**config.mk**
```make
export PLATFORM = sky130hd
export DESIGN_NAME = alu_mem_writeback
export DESIGN_NICKNAME = d
export VERILOG_FILES = /design/src/rtl/nn_pkg.sv /design/src/rtl/wb_fifo.sv /design/src/rtl/alu_mem_writeback.sv
export SDC_FILE = /design/constraint.sdc
export NUM_CORES = 1
export LEC_CHECK = 0
export BUFFER_PORTS_ARGS = -buffer_cell sky130_fd_sc_hd__buf_4
export CORE_MARGIN = 2
export CORE_UTILIZATION = 63
export DETAILED_ROUTE_END_ITERATION = 10
export GPL_ROUTABILITY_DRIVEN = 1
export PLACE_DENSITY = 0.81
export SLEW_MARGIN = 20
export SYNTH_ARGS = -nofsm -noshare
export SYNTH_HDL_FRONTEND = slang
export SYNTH_SLANG_ARGS = --single-unit
```
**constraint.sdc**
```tcl
create_clock -name clk -period 10.6 [get_ports clk]
set_clock_uncertainty 0.15 [all_clocks]
set_input_delay 2.65 -clock clk [delete_from_list [all_inputs] [get_ports clk]]
set_output_delay 2.65 -clock clk [all_outputs]
set_load 0.1 [all_outputs]
```
**src/rtl/nn_pkg.sv**
```systemverilog
// Shared FSM encoding and default sizing for the ALU-to-memory writeback block.
package nn_pkg;

  localparam int unsigned DEF_DATA_W = 16;
  localparam int unsigned DEF_ADDR_W = 10;
  localparam int unsigned DEF_DEPTH  = 4;

  typedef enum logic [1:0] {
    ST_IDLE  = 2'd0,
    ST_RUN   = 2'd1,
    ST_DRAIN = 2'd2,
    ST_DONE  = 2'd3
  } wb_state_e;

endpackage

```
**src/rtl/wb_fifo.sv**
```systemverilog
// Small synchronous FIFO; head reads as zero while empty so the write data bus idles low.
module wb_fifo #(
  parameter int unsigned DATA_W = 16,
  parameter int unsigned DEPTH  = 4
) (
  input  logic              clk,
  input  logic              rst,
  input  logic              push,
  input  logic [DATA_W-1:0] push_data,
  input  logic              pop,
  output logic              full,
  output logic              empty,
  output logic [DATA_W-1:0] head
);

  localparam int unsigned AW = (DEPTH > 1) ? $clog2(DEPTH) : 1;
  localparam int unsigned PW = AW + 1;

  logic [DATA_W-1:0] r_mem [DEPTH];
  logic [PW-1:0]     r_wr_ptr;
  logic [PW-1:0]     r_rd_ptr;

  // Extra pointer bit distinguishes full from empty when the indices match.
  assign empty = (r_wr_ptr == r_rd_ptr);
  assign full  = (r_wr_ptr[AW-1:0] == r_rd_ptr[AW-1:0]) && (r_wr_ptr[AW] != r_rd_ptr[AW]);
  assign head  = empty ? '0 : r_mem[r_rd_ptr[AW-1:0]];

  // Storage write and pointer advance; push and pop may occur together.
  always_ff @(posedge clk) begin
    if (rst) begin
      r_wr_ptr <= '0;
      r_rd_ptr <= '0;
    end else begin
      if (push && !full) begin
        r_mem[r_wr_ptr[AW-1:0]] <= push_data;
        r_wr_ptr                <= r_wr_ptr + PW'(1);
      end
      if (pop && !empty) begin
        r_rd_ptr <= r_rd_ptr + PW'(1);
      end
    end
  end

endmodule

```
**src/rtl/alu_mem_writeback.sv**
```systemverilog
// Collects a counted job of ALU results and writes them to sequential memory addresses.
module alu_mem_writeback
  import nn_pkg::*;
#(
  parameter int unsigned DATA_W = DEF_DATA_W,
  parameter int unsigned ADDR_W = DEF_ADDR_W,
  parameter int unsigned DEPTH  = DEF_DEPTH
) (
  input  logic              clk,
  input  logic              rst,
  input  logic              start,
  input  logic [ADDR_W-1:0] base_addr,
  input  logic [ADDR_W:0]   count,
  input  logic              alu_valid,
  input  logic [DATA_W-1:0] alu_data,
  output logic              alu_ready,
  input  logic              mem_ready,
  output logic              mem_we,
  output logic [ADDR_W-1:0] mem_addr,
  output logic [DATA_W-1:0] mem_wdata,
  output logic              busy,
  output logic              done
);

  localparam int unsigned CW = ADDR_W + 1;

  wb_state_e         r_state;
  logic [CW-1:0]     r_count;
  logic [CW-1:0]     r_acc_cnt;
  logic [CW-1:0]     r_wr_cnt;
  logic [ADDR_W-1:0] r_addr;
  logic              r_busy;
  logic              r_done;

  logic              w_push;
  logic              w_pop;
  logic              w_full;
  logic              w_empty;
  logic              w_active;
  logic [DATA_W-1:0] w_head;
  logic [CW-1:0]     w_acc_nxt;
  logic [CW-1:0]     w_wr_nxt;

  // Handshakes: no pass-through when full, writes only while a job is active.
  assign w_active  = (r_state == ST_RUN) || (r_state == ST_DRAIN);
  assign alu_ready = (r_state == ST_RUN) && !w_full && (r_acc_cnt < r_count);
  assign w_push    = alu_valid && alu_ready;
  assign mem_we    = w_active && !w_empty && mem_ready;
  assign w_pop     = mem_we;
  assign w_acc_nxt = r_acc_cnt + CW'(w_push);
  assign w_wr_nxt  = r_wr_cnt + CW'(w_pop);

  assign mem_addr  = r_addr;
  assign mem_wdata = w_head;
  assign busy      = r_busy;
  assign done      = r_done;

  wb_fifo #(
    .DATA_W (DATA_W),
    .DEPTH  (DEPTH)
  ) u_fifo (
    .clk       (clk),
    .rst       (rst),
    .push      (w_push),
    .push_data (alu_data),
    .pop       (w_pop),
    .full      (w_full),
    .empty     (w_empty),
    .head      (w_head)
  );

  // Job FSM with counters, write address and registered busy/done flags.
  always_ff @(posedge clk) begin
    if (rst) begin
      r_state   <= ST_IDLE;
      r_count   <= '0;
      r_acc_cnt <= '0;
      r_wr_cnt  <= '0;
      r_addr    <= '0;
      r_busy    <= 1'b0;
      r_done    <= 1'b0;
    end else begin
      r_done <= 1'b0;
      if (w_pop) begin
        r_addr   <= r_addr + ADDR_W'(1);
        r_wr_cnt <= w_wr_nxt;
      end
      case (r_state)
        ST_IDLE: begin
          if (start) begin
            r_count   <= count;
            r_addr    <= base_addr;
            r_acc_cnt <= '0;
            r_wr_cnt  <= '0;
            if (count == '0) begin
              r_state <= ST_DONE;
              r_done  <= 1'b1;
            end else begin
              r_state <= ST_RUN;
              r_busy  <= 1'b1;
            end
          end
        end
        ST_RUN: begin
          r_acc_cnt <= w_acc_nxt;
          if (w_acc_nxt == r_count) begin
            r_state <= ST_DRAIN;
          end
        end
        ST_DRAIN: begin
          if (w_wr_nxt == r_count) begin
            r_state <= ST_DONE;
            r_busy  <= 1'b0;
            r_done  <= 1'b1;
          end
        end
        default: begin
          r_state <= ST_IDLE;
        end
      endcase
    end
  end

endmodule

```
* Yosys cells after proc, flatten, opt, wreduce, memory -nomap -nowiden
Memories as Yosys holds them, arrays and structs flattened. A register that Yosys moved wholly into a read port is not among the register bits.
Cells that the tools add are included.
W data, S select, Z words.
** Word-level totals
- Register bits after elaboration :: 53
- Memory bits (writable) :: 64
- Input port bits :: 42
- Output and inout bits :: 30
- Logic and storage cells :: 73
- Memories kept :: 1
** Operators by class
- Add/sub/neg operators :: 5
- $lt $le $gt $ge :: 1
- Equality and inequality tests :: 11
- Mux-type cells :: 27
- Reductions and logical operators :: 19
** Memory list
- u_fifo.r_mem :: words 4, bits a word 16, read ports 1, clocked after Yosys merged registers in 1, write ports 1, line wb_fifo.sv:19 : logic [DATA_W-1:0] r_mem [DEPTH];
** Operators by type and width (count)
- $mux W11 :: 4
- $mux W10 :: 3
- $add A11 B1 Y11 :: 2
- $eq A11 B11 Y1 :: 2
- $pmux W11 S2 :: 1
- $mux W16 :: 1
- $mux W2 :: 6
- $logic_not A11 Y1 :: 1
- $lt A11 B11 Y1 :: 1
- $add A10 B1 Y10 const B :: 1
- $mux W1 :: 9
- $logic_and A1 B1 Y1 :: 8
- $add A3 B1 Y3 const B :: 2
- $pmux W2 S3 :: 1
- $ne A2 B1 Y1 const B :: 2
- $ne A2 B2 Y1 const B :: 2
- $pmux W1 S2 :: 2
- $reduce_and A2 Y1 :: 2
- $reduce_and A4 Y1 :: 1
- $reduce_bool A2 Y1 :: 2
- $eq A3 B3 Y1 :: 1
- $reduce_and A3 Y1 :: 1
- $eq A2 B1 Y1 const B :: 1
- $eq A2 B2 Y1 :: 1
- 5 further kinds :: 6

* Longest topological paths before layout
Gate-level depths: netlist of the first run.
- Depth after elaboration :: 10
- Depth in mapped cells :: 16
- Depth with buffers taken out :: 15

* Cells and area by module
From an unflattened synthesis of the first run, not the netlist that was laid out.
** Second synthesis, totals
- Cell total of the unflattened synthesis :: 566
- Area, all modules :: 6132.1 um2
** By module, submodules not included
- alu_mem_writeback :: instances 1, cells an instance 395, area each 3113.0 um2, seq. area each 940.9 um2
- wb_fifo :: instances 1, cells an instance 171, area each 3019.1 um2, seq. area each 2082.0 um2

* Worst setup path before layout of the first run
No wires, ideal clock.
- Path type :: input -> output
- From :: input port mem_ready
- To :: output port mem_we
- Arrival time :: 4.093 ns
- Required time :: 7.800 ns
- Path slack :: 3.707 ns
- Stages on the path :: 4
- Buffers on the path :: 1
- Cells stage by stage :: nand2_1 > or2_4 > inv_6 > clkbuf_1
** On the way
- Word-level cells in the longest chain between the ends :: 1
** RTL lines
- from (decl) :: line alu_mem_writeback.sv:17 : input logic mem_ready,
- $logic_and A1 B1 Y1 :: line alu_mem_writeback.sv:48 : assign mem_we = w_active && !w_empty && mem_ready;
- to (decl) :: line alu_mem_writeback.sv:18 : output logic mem_we,
Every way passes these cells.

* Worst setup path in the final report of the first run
Ends and elaborated chain as after synthesis.

==> flow_summary.json, run 1 <==
{
  "multi_input_comb_area_um2": 2683,
  "final_max_slew_viol_count": 0,
  "clock_tree.buffer_depth": 2,
  "setup.worst_path.start_class": "input port",
  "track_usage_pct": 27.71,
  "synth.ff_latch_count": 119,
  "placementRows": 35,
  "area_growth_pct": 19.76,
  "grt-ovfl-total": 0,
  "initial_utilization_pct": 64.62,
  "ctsHtreeMaxLevel": 4,
  "cts_resized": 0,
  "initial_antenna_violation_count": 0,
  "clk_pin_slew_worst_paths_ns": 0.06,
  "final_net_count": 668,
  "estimated_wirelength_of_the_detail_placed_design_um": 8795,
  "fmaxAchievable_mhz": 158.5,
  "run_status": "completed",
  "drive_above_1_share_pct": 21.30,
  "power.density_cell_area_nw_per_um2": 231.0,
  "place_congestion": 0.8592,
  "setup.worst_path.class": "input port to primary output",
  "clock_sinks": 119,
  "filler_cell_count": 584,
  "reg2reg_from": "r_count[4]",
  "grt_first_pass_wirelength_um": 21400,
  "yosysTopAreaCellShare_pct": 32.49,
  "postLayoutCellArea_um2": 7083,
  "synthesis.area_per_instance_um2": 10.95,
  "worstPathArrival_ns": 3.51,
  "worstPathRequired_ns": 7.80,
  "hold_path_class": "register to register",
  "reg2regPathDepth": 15,
  "worst_setup_path_end_kind": "primary output",
  "routed_wl_per_cell_um": 18.30,
  "post_synth_inst_count": 540,
  "detailedRoute.firstPassIterationCount": 5,
  "most_frequent_cell_after_synthesis": "edfxtp_1",
  "drc_errors": 0,
  "die_x_um": 100.9,
  "post_layout_utilization_of_the_core_pct": 77.39,
  "synth_flop_cell": "edfxtp_1",
  "via_count": 4417,
  "synth_top_cells_by_area": "edfxtp_1 32%, dfxtp_1 19%, mux4_2 6.1%, ha_1 5.1%, xnor2_1 4.1%",
  "mappedNetlistNets": 606,
  "drt_iter0_markers": 181,
  "stdcell_count": 726,
  "rsz0062_at_grt": "false",
  "startpoint": "mem_ready",
  "fin_total_pwr_mw": 1.636,
  "grt_max_degree": 48,
  "setup.reg_to_reg.worst_slack_ns": 6.03,
  "grt_pass1_vias": 4433,
  "setup_tns_ns": 0,
  "path_max_fanout": 19,
  "detail_route.wirelength_um": 13290,
  "chipHeight_um": 100.9,
  "dpl.cell_count": 694,
  "crit_end": "mem_we",
  "seqCellArea_um2": 3024,
  "antenna_cells": 0,
  "post-synth-top-area-cell": "edfxtp_1",
  "ioPinCount": 72,
  "share_of_the_yosys_chip_area_belonging_to_registers_pct": 51.11,
  "post-cts-setup-buffer-count": 0,
  "clock-root-buffer": "clkbuf_8",
  "antenna_left": 0,
  "slew-limit-headroom_pct": 32.89,
  "max_slew.worst_pin.slew_ns": 1.004,
  "finalCritPeriodShare_pct": 59.53,
  "layout_min_cycle_time_ns": 6.310,
  "clock_latency_ns": 0.52,
  "final_hold_violating_endpoints": 0,
  "synth-edff-count": 64,
  "synth-warning-count": 0,
  "critical_path.reg2reg.endpoint": "r_state[1]",
  "synth_cell_type_count": 64,
  "worst_vdd_ir_mv": 0.1420,
  "tritoncts": "done",
  "hold_buffers": 0,
  "cts_buf_count": 17,
  "die_area_um2": 10180,
  "placement.cell_area_um2": 6469,
  "ys_top_cells_by_count": "64 x edfxtp_1, 55 x dfxtp_1, 52 x nand2_1, 49 x nor2_1, 28 x xnor2_1",
  "timing.max_cap.violations": 0,
  "leakage_nw": 2.615,
  "report.final.setup_viol": 0,
  "drt-vias-per-instance": 6.084,
  "core-area_um2": 9153,
  "syn_area_um2": 5914,
  "synth_async_reset_ratio_pct": 0,
  "numPortBuffers": 71
}
==> through the flow <==
| step | hold WS, ns | setup WS [ns] |
|---|---|---|
| after floorplan | 0.3102 | 3.707 |
| after global placement | 0.3333 | 4.295 |
| after detailed placement | 0.3430 | 4.299 |
| after CTS | 0.3528 | 4.294 |
| after global routing | 0.3919 | 4.265 |
| final | 0.3579 | 4.290 |
==> cell families (layout without fill, tap and decap cells) <==
| group | count (synthesis) | after routing | synth area share [%] |
|---|---|---|---|
| multiplexers | 21 | 21 | 6.981 |
| XOR/XNOR | 46 | 46 | 6.812 |
| buffers and inverters | 50 | 125 | 3.533 |
| AO/OA/AOI/OAI | 87 | 87 | 9.986 |
| adder cells (fa/ha/maj) | 24 | 24 | 5.077 |
| AND/OR/NAND/NOR | 193 | 193 | 16.50 |
| flip-flops | 119 | 119 | 51.11 |
==> per-layer routing <==
metal / track usage [%] / share of wire [%] / up-vias
met4: 13.51 / 3.3 / 0
met3: 5.964 / 5.9 / 39
met2: 48.56 / 51 / 169
li1: - / - / 2088
met5: 0 / 0 / -
met1: 32.19 / 40 / 2121
==> where the power goes <==
group / switching [mW] / internal, mW / leakage, nW / total, mW
sequential: 0.0398 / 0.517 / 1.02 / 0.557
clock: 0.222 / 0.371 / 0.292 / 0.593
combinational: 0.351 / 0.135 / 1.30 / 0.487
total: 0.613 / 1.02 / 2.61 / 1.64
==> cell type report <==
class	instances	area share (%)
Tap cell	111	1.961
Clock inverter	14	2.614
Inverter	21	1.184
Clock buffer	18	6.041
Timing Repair Buffer	72	7.631
Sequential cell	119	42.70
Multi-Input combinational cell	371	37.87
==> worst max-delay path, cell delays in order <==
cell and delay [ns]:
buf_4 0.08, nand2_1 0.04, or2_4 0.26, inv_6 0.15, buf_4 0.32
==> how the worst min path moves through the flow <==
stage                     start     endpoint  slack (ns)  cells past startpoint
finish              r_wr_cnt[1]  r_wr_cnt[1]        0.36                      2
floorplan           r_wr_cnt[1]  r_wr_cnt[1]        0.31                      2
detailed placement  r_wr_cnt[1]  r_wr_cnt[1]        0.34                      2
CTS                 r_wr_cnt[1]  r_wr_cnt[1]        0.35                      2
global route        r_wr_cnt[1]  r_wr_cnt[1]        0.39                      2
global placement           busy         busy        0.33                      2
==> flip-flops by register name (all words and copies together), names as in the netlist, named ones only <==
| signal | flops |
|---|---|
| done | 1 |
| r_state | 2 |
| r_wr_cnt | 11 |
| r_count | 11 |
| mem_addr | 10 |
| u_fifo.r_mem | 64 |
| busy | 1 |
| u_fifo.r_wr_ptr | 3 |
| u_fifo.r_rd_ptr | 3 |
| r_acc_cnt | 11 |
==> layout by cell type (no fill, tap or decap), types with 3 or more instances in the layout <==
master,n
mux4_2,16
a311oi_1,3
nand2b_1,6
a22oi_1,7
a21oi_1,23
inv_6,7
nor3_1,12
and3_1,4
clkbuf_16,16
and2_1,7
dfxtp_1,54
buf_4,72
xnor2_1,28
clkinvlp_4,3
edfxtp_1,64
or4_1,3
mux2i_1,3
or3_1,6
xor2_1,18
nor4_1,3
nor2b_1,15
nand2_1,52
o211ai_1,3
ha_1,24
nand4_1,9
a21o_1,5
and2b_1,4
o21ai_0,15
nand3_1,12
bufinv_16,3
nor2_1,49
inv_1,20
a211oi_1,8
Power figures use the tool's default switching activity.
==> run 2: changes to the inputs <==
- CORE_UTILIZATION: 63 -> 58
- PLACE_DENSITY: 0.81 -> 0.76
- clock period: 10.6 -> 6.1 ns (I/O delays scaled with it)
==> run 2 against run 1 <==
  * Die area grew 8.3%
  * Worst hold slack lost 0.00086 ns
  * Count of clock-buffer cells in the layout is the same
  * Sequential share of layout area grew 0.098 points
  * Critical path depth grew 10
  * Combinational power grew 72%
  * Core utilization shrank 5.4 points
  * Flip-flop and latch count is the same
  * Clock power grew 61%
  * Power grew 69%
  * Cell area shrank 0.23%
  * Largest power group is now registers
  * Highest routed layer unchanged
==> flow_summary.json, run 2 (synthesis gave the netlist of run 1 again) <==
{
  "fmaxAchievable_mhz": 223.8,
  "setup.worst_path.start_class": "register",
  "fin_total_pwr_mw": 2.767,
  "numPortBuffers": 71,
  "cts_resized": 0,
  "initial_antenna_violation_count": 0,
  "drt_iter0_markers": 178,
  "power.density_cell_area_nw_per_um2": 391.5,
  "critical-path-max-stage-delay_ns": 0.47,
  "most_frequent_cells_in_the_layout": "72 x buf_4, 64 x edfxtp_1, 54 x dfxtp_1, 52 x nand2_1, 49 x nor2_1",
  "finalCritPeriodShare_pct": 73.25,
  "detailedRoute.firstPassIterationCount": 5,
  "initial_utilization_pct": 60.23,
  "antenna_cells": 0,
  "die_area_um2": 11020,
  "largest_register_ffs": 64,
  "setup.worst_path.class": "register to register",
  "setup_ws_ns": 1.632,
  "cp_common_cell": "ha_1",
  "dpl.cell_count": 716,
  "post_layout_utilization_of_the_core_pct": 71.97,
  "clk_pin_slew_worst_paths_ns": 0.05,
  "path_max_fanout": 7,
  "worstPathArrival_ns": 4.72,
  "area_growth_pct": 19.48,
  "drt-vias-per-instance": 5.807,
  "filler_cell_count": 716,
  "clock_sinks": 119,
  "placementRows": 36,
  "grt_first_pass_wirelength_um": 21440,
  "ioPinCount": 72,
  "core-area_um2": 9819,
  "leakage_nw": 2.598,
  "chipHeight_um": 105.0,
  "timing.max_cap.violations": 0,
  "hold_buffers": 0,
  "setup_tns_ns": 0,
  "max_slew.worst_pin.slew_ns": 1.048,
  "via_count": 4344,
  "run_status": "completed",
  "grt-ovfl-total": 0,
  "final_max_slew_viol_count": 0,
  "ctsHtreeMaxLevel": 4,
  "routed_wl_per_cell_um": 17.87,
  "timing.critical_path.cells": "inv_1, ha_1, a21o_1, a211oi_1, o21ai_0, a211oi_2, ha_1, ha_1, nand3_1, nor3_1, a21oi_1, o41a_1, a311o_1, a21o_1, mux2_1",
  "stdcell_count": 748,
  "post-cts-setup-buffer-count": 0,
  "die_x_um": 105.0,
  "hold_path_class": "register to register",
  "pre_cts_setup_slack_ns": 1.577,
  "place_congestion": 0.9191,
  "worstPathRequired_ns": 6.35,
  "final_hold_violating_endpoints": 0,
  "cp_slowest_cell": "a211oi_2",
  "drc_errors": 0,
  "slew-limit-headroom_pct": 29.97,
  "drive_above_1_share_pct": 21.14,
  "layout_min_cycle_time_ns": 4.468,
  "worst_vdd_ir_mv": 0.2454,
  "clock_latency_ns": 0.52,
  "clock_tree.buffer_depth": 2,
  "final_net_count": 668,
  "worst_setup_path_end_kind": "register",
  "antenna_left": 0,
  "rsz0062_at_grt": "false",
  "estimated_wirelength_of_the_detail_placed_design_um": 8834,
  "track_usage_pct": 25.13,
  "grt_pass1_vias": 4314,
  "clock-root-buffer": "clkbuf_8",
  "leading_cell_type_in_the_layout_fill_and_taps_excluded": "buf_4",
  "detail_route.wirelength_um": 13360,
  "tritoncts": "done",
  "grt_max_degree": 48,
  "cts_buf_count": 17,
  "report.final.setup_viol": 0
}
-- run 2: changes by cell type in the layout (fill, tap and decap cells not counted) --
cell and delta:
inv_8 -1, bufinv_16 -1, clkinv_2 +3, clkinvlp_4 -1
clkbuf_8 -1, clkinv_4 +4, clkbuf_1 +1, inv_6 -4
-- run 2: layout make-up --
cell class,count,area (um^2),area share [%]
repair buffers,72,540.5,7.649
well taps,133,166.4,2.355
clock inverters,14,151.4,2.142
clock buffers,18,417.9,5.914
inverters,21,83.83,1.186
multi-input cells,371,2683,37.96
flip-flops and latches,119,3024,42.79
-- run 2: metrics by stage --
step / hold WS [ns] / cell area [um^2]
after global routing: 0.3912 / 7067
after global placement: 0.3304 / 6496
after CTS: 0.3507 / 7066
after floorplan: 0.3102 / 5914
final: 0.3571 / 7067
after detailed placement: 0.3431 / 6496
-- run 2: path summary, 6_finish.rpt --
check	start	to	slack, ns	depth (start not counted)
worst min-delay path	busy	busy	0.36	2
worst min register to register	busy	busy	0.36	2
worst max-delay path	r_count[4]	r_state[1]	1.63	15
worst max register to register	r_count[4]	r_state[1]	1.63	15
-- run 2: power breakdown --
part | switching [mW] | internal [mW] | total [mW]
sequential | 0.0729 | 0.899 | 0.972
clock | 0.372 | 0.583 | 0.955
combinational | 0.605 | 0.235 | 0.839
-- run 2: per-layer routing --
metal | up-vias | GRT usage, % | wire length, um | share of wire, %
li1 | 2082 | - | - | -
met1 | 2122 | 31.04 | 5702 | 43
met2 | 120 | 42.81 | 6850 | 51
met3 | 20 | 5.989 | 585 | 4.4
met4 | 0 | 9.429 | 225 | 1.7
met5 | - | 0 | 0 | 0
-- run 2: worst max-delay path: cells and delay by family (launching register included) --
kind / cells / cell delay, ns
buffers and inverters: 1 / 0.08
multiplexers: 1 / 0.30
AND/OR/NAND/NOR: 2 / 0.47
adder cells (fa/ha/maj): 3 / 0.89
AO/OA/AOI/OAI: 8 / 2.01
flip-flops: 1 / 0.45
==> run 3: changes to the inputs <==
- CORE_UTILIZATION: 58 -> 53
- PLACE_DENSITY: 0.76 -> 0.73
- clock period: 6.1 -> 3.9 ns (I/O delays scaled with it)
==> run 3 against run 2 <==
  * Core utilization down 3.3 points
  * Critical path type unchanged
  * Largest cell class unchanged
  * Critical endpoint unchanged
  * Worst hold slack got worse by 0.0024 ns
  * Largest power group is now clock
  * Register-to-register slack lost 1.5 ns
  * Sequential power increased by 52%
==> flow_summary.json, run 3 (synthesis gave the netlist of run 1 again) <==
{
  "die_x_um": 109.6,
  "worst_vdd_ir_mv": 0.3592,
  "estimated_wirelength_of_the_detail_placed_design_um": 9605,
  "grt_max_degree": 48,
  "worst_setup_path_end_kind": "register",
  "via_count": 4495,
  "max_slew.worst_pin.slew_ns": 0.8067,
  "hold_path_class": "register to register",
  "min_path_cells": 2,
  "ctsHtreeMaxLevel": 4,
  "fmaxAchievable_mhz": 265.4,
  "clk_pin_slew_worst_paths_ns": 0.06,
  "ioPinCount": 72,
  "hold_buffers": 0,
  "chipHeight_um": 109.6,
  "numPortBuffers": 71,
  "leading_cell_type_in_the_layout_fill_and_taps_excluded": "buf_4",
  "die_area_um2": 12020,
  "post_layout_utilization_of_the_core_pct": 68.70,
  "critical-path-max-stage-delay_ns": 0.52,
  "timing.max_cap.violations": 0,
  "grt-ovfl-total": 0,
  "holdCritStartpoint": "busy",
  "most_frequent_cells_in_the_layout": "108 x buf_4, 64 x edfxtp_1, 53 x dfxtp_1, 52 x nand2_1, 49 x nor2_1",
  "reg2reg_from": "r_count[8]",
  "tritoncts": "done",
  "detail_route.wirelength_um": 13800,
  "area_growth_pct": 25.91,
  "finalCritPeriodShare_pct": 96.63,
  "worstPathArrival_ns": 4.02,
  "worstPathRequired_ns": 4.15,
  "timing.critical_path.cells": "inv_1, ha_1, nand4_1, and3b_1, o221ai_1, a211oi_2, ha_2, nand3_4, or4_4, a31oi_1, a21oi_1, a311o_1, a21o_1, mux2_1",
  "initial_antenna_violation_count": 0,
  "core-area_um2": 10840,
  "cts_buf_count": 17,
  "stdcell_count": 791,
  "detailedRoute.firstPassIterationCount": 4,
  "grt_pass1_vias": 4505,
  "final_hold_violating_endpoints": 0,
  "critical_path.reg2reg.endpoint": "r_state[1]",
  "run_status": "completed",
  "placement.cell_area_um2": 6770,
  "clock_tree.buffer_depth": 2,
  "clock_sinks": 119,
  "whs_ns": 0.3546,
  "min_delay_worst_endpoint": "busy",
  "antenna_cells": 0,
  "final_max_slew_viol_count": 0,
  "largest_register_ffs": 64,
  "fin_total_pwr_mw": 4.481,
  "place_congestion": 0.8844,
  "placementRows": 38,
  "layout_min_cycle_time_ns": 3.769,
  "antenna_left": 0,
  "path_max_fanout": 4,
  "routed_wl_per_cell_um": 17.44,
  "power.density_cell_area_nw_per_um2": 601.7,
  "clock_latency_ns": 0.51,
  "slew-limit-headroom_pct": 46.15,
  "postLayoutCellArea_um2": 7447,
  "drt-vias-per-instance": 5.683,
  "setup.worst_path.class": "register to register",
  "leakage_nw": 2.804,
  "clock-root-buffer": "clkbuf_8",
  "drive_above_1_share_pct": 28.26,
  "grt_first_pass_wirelength_um": 21980,
  "report.final.setup_viol": 0,
  "rsz0062_at_grt": "false",
  "setup.reg_to_reg.worst_slack_ns": 0.13,
  "cp_slowest_cell": "or4_4",
  "reg2regPathDepth": 14,
  "final_net_count": 704,
  "initial_utilization_pct": 54.56,
  "track_usage_pct": 24.30,
  "dpl.cell_count": 755,
  "setup.worst_path.start_class": "register",
  "drc_errors": 0,
  "drt_iter0_markers": 263
}
==> run 3: cell count changes in the layout (fill, tap and decap cells not counted), moves of 2 or more <==
cell	delta
buf_4	+36
ha_1	-2
nor2b_1	-10
nor2b_2	+10
o21ai_0	-2
==> run 3: power breakdown <==
group,switching (mW),leakage (nW),internal [mW]
Sequential,0.0724,1.02,1.41
Clock,0.561,0.282,0.973
Combinational,1.03,1.50,0.441
==> run 3: through the flow <==
step | setup slack [ns] | setup TNS [ns]
2_1_floorplan | -0.1169 | -0.1169
3_3_place_gp | 0.1356 | 0
3_5_place_dp | -0.03241 | -0.03241
4_1_cts | 0.0007314 | 0
5_1_grt | 0.003266 | 0
6_report | 0.1314 | 0
==> run 3: worst max path at each step <==
| stage | startpoint | to | slack, ns |
|---|---|---|---|
| 6_report | r_count[8] | r_state[1] | 0.13 |
| 5_1_grt | r_acc_cnt[1] | r_state[1] | 0.003 |
| 4_1_cts | r_count[4] | r_state[1] | 0.0007 |
| 3_5_place_dp | r_count[4] | r_state[1] | -0.03 |
| 3_3_place_gp | r_count[4] | r_state[1] | 0.14 |
| 2_1_floorplan | mem_ready | r_state[1] | -0.12 |
==> run 3: critical path, delay by kind of cell, from the launching register on <==
family / cells / cell delay, ns
DFF: 1 / 0.33
AOI/OAI and AO/OA: 6 / 1.31
buffers and inverters: 1 / 0.08
muxes: 1 / 0.31
adders and majority gates: 2 / 0.62
and+or+nand+nor: 4 / 0.87
==> run 3: metal layers <==
layer	vias to the layer above	GRT usage [%]	share of wire (%)	routed length, um
li1	2151	-	-	-
met2	128	42.86	52	7147
met3	25	5.394	4.5	626
met5	-	0	0	0
met4	0	9.403	1.8	250
met1	2191	28.84	42	5775
==> run 3: what timing repair did <==
item	CTS	global route
setup endpoints to repair	1	2
buffers inserted	0	4
resized for setup	1	14
pin swaps	0	5
==> run 3: cell type report <==
class / instances / area (um^2)
clock buffer: 17 / 414.1
clock inverter: 15 / 178.9
fill: 797 / 3393
inverter: 21 / 83.83
multi-input combinational: 371 / 2759
sequential: 119 / 3025
tap: 140 / 175.2
timing repair buffer: 108 / 810.8
